## config.mk

```make
export PLATFORM = sky130hd
export DESIGN_NAME = layer2_out_skid_stage
export DESIGN_NICKNAME = d
export VERILOG_FILES = /design/src/rtl/layer2_out_skid_stage.sv
export SDC_FILE = /design/constraint.sdc
export NUM_CORES = 2
export LEC_CHECK = 0
export BUFFER_PORTS_ARGS = -buffer_cell sky130_fd_sc_hd__clkbuf_2
export CORE_AREA = 2 2 405 407
export CTS_CLUSTER_SIZE = 30
export DETAILED_ROUTE_END_ITERATION = 16
export DIE_AREA = 0 0 407 409
export SYNTH_ARGS = -nofsm -noshare
export SYNTH_HDL_FRONTEND = slang
export SYNTH_SLANG_ARGS = --single-unit
```

## constraint.sdc

```tcl
create_clock -name clk -period 1.65 [get_ports clk]
set_clock_uncertainty 0.05 [all_clocks]
set_input_delay 0.0825 -clock clk [delete_from_list [all_inputs] [get_ports clk]]
set_output_delay 0.0825 -clock clk [all_outputs]
set_load 0.05 [all_outputs]
```

## src/rtl/layer2_out_skid_stage.sv

```systemverilog
// rtl/layer2_out_skid_stage.sv - elastic 2-entry skid stage between layer-2 and layer-3 LUT arrays
//
// Registers the packed layer-2 neuron output vector behind a valid/ready
// handshake. A main register drives the downstream port. A skid register
// catches the one sample that can arrive while main is stalled. s_ready is a
// flop output, so the upstream ready does not depend combinationally on m_ready.
// Each accepted sample is tagged with a wrapping sequence number.
//
// Ports:
//   clk        rising-edge clock
//   rst_n      asynchronous active-low reset
//   s_valid    upstream sample valid
//   s_ready    stage can accept (registered, = !skid valid)
//   s_data     layer-2 neuron output vector, bit i = neuron i
//   m_valid    main register holds a sample
//   m_ready    layer-3 stage accepts
//   m_data     sample presented downstream
//   m_tag      sequence tag of the sample on m_data
//   occupancy  entries held: 0, 1 or 2
module layer2_out_skid_stage #(
  parameter int WIDTH = 512,
  parameter int TAG_W = 8
) (
  input  logic             clk,
  input  logic             rst_n,
  input  logic             s_valid,
  output logic             s_ready,
  input  logic [WIDTH-1:0] s_data,
  output logic             m_valid,
  input  logic             m_ready,
  output logic [WIDTH-1:0] m_data,
  output logic [TAG_W-1:0] m_tag,
  output logic [1:0]       occupancy
);

  logic             main_valid_q, main_valid_d;
  logic [WIDTH-1:0] main_data_q,  main_data_d;
  logic [TAG_W-1:0] main_tag_q,   main_tag_d;
  logic             skid_valid_q, skid_valid_d;
  logic [WIDTH-1:0] skid_data_q,  skid_data_d;
  logic [TAG_W-1:0] skid_tag_q,   skid_tag_d;
  logic [TAG_W-1:0] tag_cnt_q,    tag_cnt_d;

  logic in_fire;
  logic out_fire;

  // s_ready is exactly the inverse of the skid flop, so it stays registered.
  assign s_ready  = ~skid_valid_q;
  assign in_fire  = s_valid & ~skid_valid_q;
  assign out_fire = main_valid_q & m_ready;

  always_comb begin
    main_valid_d = main_valid_q;
    main_data_d  = main_data_q;
    main_tag_d   = main_tag_q;
    skid_valid_d = skid_valid_q;
    skid_data_d  = skid_data_q;
    skid_tag_d   = skid_tag_q;
    tag_cnt_d    = tag_cnt_q;

    if (in_fire) begin
      tag_cnt_d = tag_cnt_q + 1'b1;
    end

    if (skid_valid_q) begin
      // Skid full implies s_ready=0, so no input can arrive here; only drain.
      if (out_fire) begin
        main_data_d  = skid_data_q;
        main_tag_d   = skid_tag_q;
        skid_valid_d = 1'b0;
      end
    end else if (in_fire) begin
      if (!main_valid_q || out_fire) begin
        main_valid_d = 1'b1;
        main_data_d  = s_data;
        main_tag_d   = tag_cnt_q;
      end else begin
        // Main stalled: park the sample, s_ready drops next cycle.
        skid_valid_d = 1'b1;
        skid_data_d  = s_data;
        skid_tag_d   = tag_cnt_q;
      end
    end else if (out_fire) begin
      main_valid_d = 1'b0;
    end
  end

  always_ff @(posedge clk or negedge rst_n) begin
    if (!rst_n) begin
      main_valid_q <= 1'b0;
      main_data_q  <= '0;
      main_tag_q   <= '0;
      skid_valid_q <= 1'b0;
      skid_data_q  <= '0;
      skid_tag_q   <= '0;
      tag_cnt_q    <= '0;
    end else begin
      main_valid_q <= main_valid_d;
      main_data_q  <= main_data_d;
      main_tag_q   <= main_tag_d;
      skid_valid_q <= skid_valid_d;
      skid_data_q  <= skid_data_d;
      skid_tag_q   <= skid_tag_d;
      tag_cnt_q    <= tag_cnt_d;
    end
  end

  assign m_valid   = main_valid_q;
  assign m_data    = main_data_q;
  assign m_tag     = main_tag_q;
  assign occupancy = {1'b0, main_valid_q} + {1'b0, skid_valid_q};

endmodule

```

==> out/results.txt <==
Area grow syn2layout: 46.0%
Final WS setup: -457 ps
RSZ-0062 raised after global routing: true
Yosys cell types: 21
Crit path to: m_data[325]
WL/cell: 20.7 um
Routed vias/inst: 4.46
Worst-Margin Slew: 1000 ps
Combinational share of power: 53.1%
Yosys reg bits: 1,050
Post-route DRC: 0
Avg Inst Size Synth: 16.1 um^2
Bufs on Longest Clock Path: 3
Pwr dens: 2320 mW/mm^2
Die area: 0.166 mm^2
Status: finished with violations
Crit end category: register
CP Cell Sequence: nand2b_4 > a21oi_4 > buf_12 > buf_16 > clkbuf_16 > clkbuf_16 > mux2_2
Post-synthesis mux area share: 38.8%
Share of cells above drive strength 1: 64.5%
Crit Path Max Fanout: 12
Max-Cap Viols: 0
Flop pwr share: 30.0%
Core Area: 0.162 mm^2
Post-synth EDFFs: 0
RePlAce Congestion: 0.814
Worst R2R Start: skid_valid_q
Switching share of total power: 41.5%
Starting Density: 28.0%
Worst endpoint required time: 2220 ps
Crit path depth: 7
Ys Warns: 0
Num Clock Sinks: 1,050
Reg clk slew, reported paths: 60 ps
Final Hold Fails: 0
Reg2reg end: m_data[325]
Max frequency: 475 MHz
CTS buffer count: 115
Antenna violations before repair: 14
Antenna Violating Nets Remaining: 0
Adder-cell share of the synthesized area: 0.0552%
First-pass detailed-route iteration total: 5
Crit path max-delay family: buffers and inverters
CP dominant cell by count: clkbuf_16
Largest family of logic cells by synthesized area: multiplexers
Path depth of the worst reg2reg path: 7
Final wirelength: 142,000 um
Die Wd: 407 um
Net count after synthesis: 3,333
Final TNS setup: -359,380 ps
Vias post-DR: 30,500
Most used DFF post-synth: dfrtp_1
Type of the worst min-delay path: input port to register
Asr flop ratio synth: 100%
Setup violators final: 1,049
Initial DRC Count: 1,365
Period utilization: 128%
I/O Pins: 1,040
Crit. Startpoint: skid_valid_q
Row cnt: 148
Cells after synthesis: 2,815
PortBufs: 1,039
P_int: 90.0 mW
Clock latency at the later pin of the worst-skew pair: 740 ps
Failing checks: setup timing
H-tree levels: 3
Slowest cell delay on critical path: 520 ps
CTS tree: built
Startpoint types: register
Highest-count cells in the layout ignoring fill and taps: 1,269 x mux2_2, 1,048 x dfrtp_1, 1,035 x clkbuf_2, 532 x dlygate4sd3_1, 268 x mux2_4
Die Height: 409 um
Synth Area in Simple Gates: 0.204%
Sw Pwr: 63.8 mW
Clk root buf: clkbuf_16
Dpl hpwl: 96,300 um
Setup Crit Path Kind: register to register
CP max-delay cell: dfrtp_4
Clock share of power: 16.8%
Pin count of the biggest net entering global routing: 59
Max-slew violations: 0
First-pass GRT wire length: 201,000 um
Place WS: -405 ps
Seq/Total Area, Yosys: 58.0%
WP data arrival: 2680 ps
Worst vdd ir: 1.89 mV
Reg2Reg Setup Slack: -460 ps
Compound-gate portion of the synthesized area: 0.0524%
Number of global-route vias before repair: 32,600
Synth Area in XOR/XNOR: 0.135%
Worst slew margin: 32.9%
Synthesized area: 0.0453 mm^2
Grt total ovfl: 0
Tmin final: 2110 ps
Lkg Pwr: 30.1 nW
Nets: 5,090
Worst path buffer plus inverter count: 4
Most common cell after layout, fill and taps aside: mux2_2
Total GRT Usage: 15.7%
## state kept, by name (all words and copies together) (netlist names)
register	count
skid_tag_q	8
skid_data_q	512
tag_cnt_q	8
m_data	512
m_valid	1
skid_valid_q	1
m_tag	8
## per-layer routing
| metal | part of all wire [%] | GRT usage (%) | vias up |
|---|---|---|---|
| met3 | 7.7 | 5.37 | 247 |
| met1 | 40 | 17.7 | 15700 |
| met5 | 0.018 | 0 | - |
| li1 | - | - | 13700 |
| met4 | 3.2 | 5.82 | 4 |
| met2 | 50 | 27.3 | 861 |
## tightest hold or removal path: cells and delay by family
kind | cells | cell delay (ps)
mux | 1 | 130
buf+inv | 2 | 630
## area by class of cell
class	instances	area [um^2]
antenna	11	27.5
clock buffer	172	3350
clock inverter	39	428
fill	14900	95800
inverter	2	10.0
multi-input combinational	1590	18800
sequential	1050	26300
tap	2175	2720
timing repair buffer	1813	14600
## power by group through the flow
stage	Clock [mW]	Combinational, mW	Sequential (mW)
after floorplan	0	30.4	67.4
after global placement	0	70.0	45.6
after detailed placement	0	70.8	46.2
after CTS	26.6	73.9	45.9
after global routing	27.6	85.7	47.8
final	25.9	81.7	46.2
## cell usage after synthesis (2+ instances only)
cell type | count | area share, %
clkbuf_1 | 14 | 0.12
nand4_1 | 4 | 0.055
buf_4 | 49 | 0.81
a21oi_1 | 2 | 0.022
buf_1 | 2 | 0.017
mux2_2 | 1506 | 37
nand2_1 | 7 | 0.058
buf_2 | 58 | 0.64
xnor2_1 | 7 | 0.14
nor2b_1 | 2 | 0.028
dfrtp_1 | 1050 | 58
mux2_1 | 54 | 1.3
inv_1 | 2 | 0.017
ha_1 | 2 | 0.055
buf_6 | 50 | 1.2
## through the flow
| step | std cells | hold WS [ps] | instance area (um^2) | total power [mW] | util (%) |
|---|---|---|---|---|---|
| 2_1_floorplan | 2815 | -263 | 45500 | 97.8 | - |
| 3_3_place_gp | 6027 | 27.7 | 54200 | 116 | 33.4 |
| 3_5_place_dp | 6027 | 22.2 | 54200 | 117 | 33.4 |
| 4_1_cts | 6783 | 0.0716 | 63700 | 146 | 39.3 |
| 5_1_grt | 6848 | 16.0 | 66200 | 161 | 40.8 |
| 6_report | 6852 | 82.6 | 66200 | 154 | 40.9 |
## cells by family (layout without fill, tap and decap cells)
logic type / count (synthesis) / count (layout)
flip-flops: 1050 / 1050
buffers and inverters: 175 / 2026
XOR/XNOR: 7 / 7
AO/OA/AOI/OAI: 4 / 4
AND/OR/NAND/NOR: 17 / 17
multiplexers: 1560 / 1560
other: 0 / 11
adder cells (fa/ha/maj): 2 / 2
## timing repair
action,in CTS,in global routing
gates cloned,6,41
buffers inserted,7,18
gates resized for setup,40,332
hold buffers,532,0
pin swaps,1,1
setup endpoints to repair,1061,1072
endpoints found under the hold margin,2084,0
## worst min path at each step
stage	startpoint	endpoint	slack, ps	cells past startpoint
floorplan	rst_n	m_data[0]	-260	0
global placement	rst_n	skid_data_q[206]	30	1
detailed placement	rst_n	skid_data_q[206]	20	1
CTS	s_data[218]	skid_data_q[218]	0.07	3
global route	s_data[323]	skid_data_q[323]	20	3
finish	s_data[323]	skid_data_q[323]	80	3
Note: power is estimated with default switching activity, not from simulation.
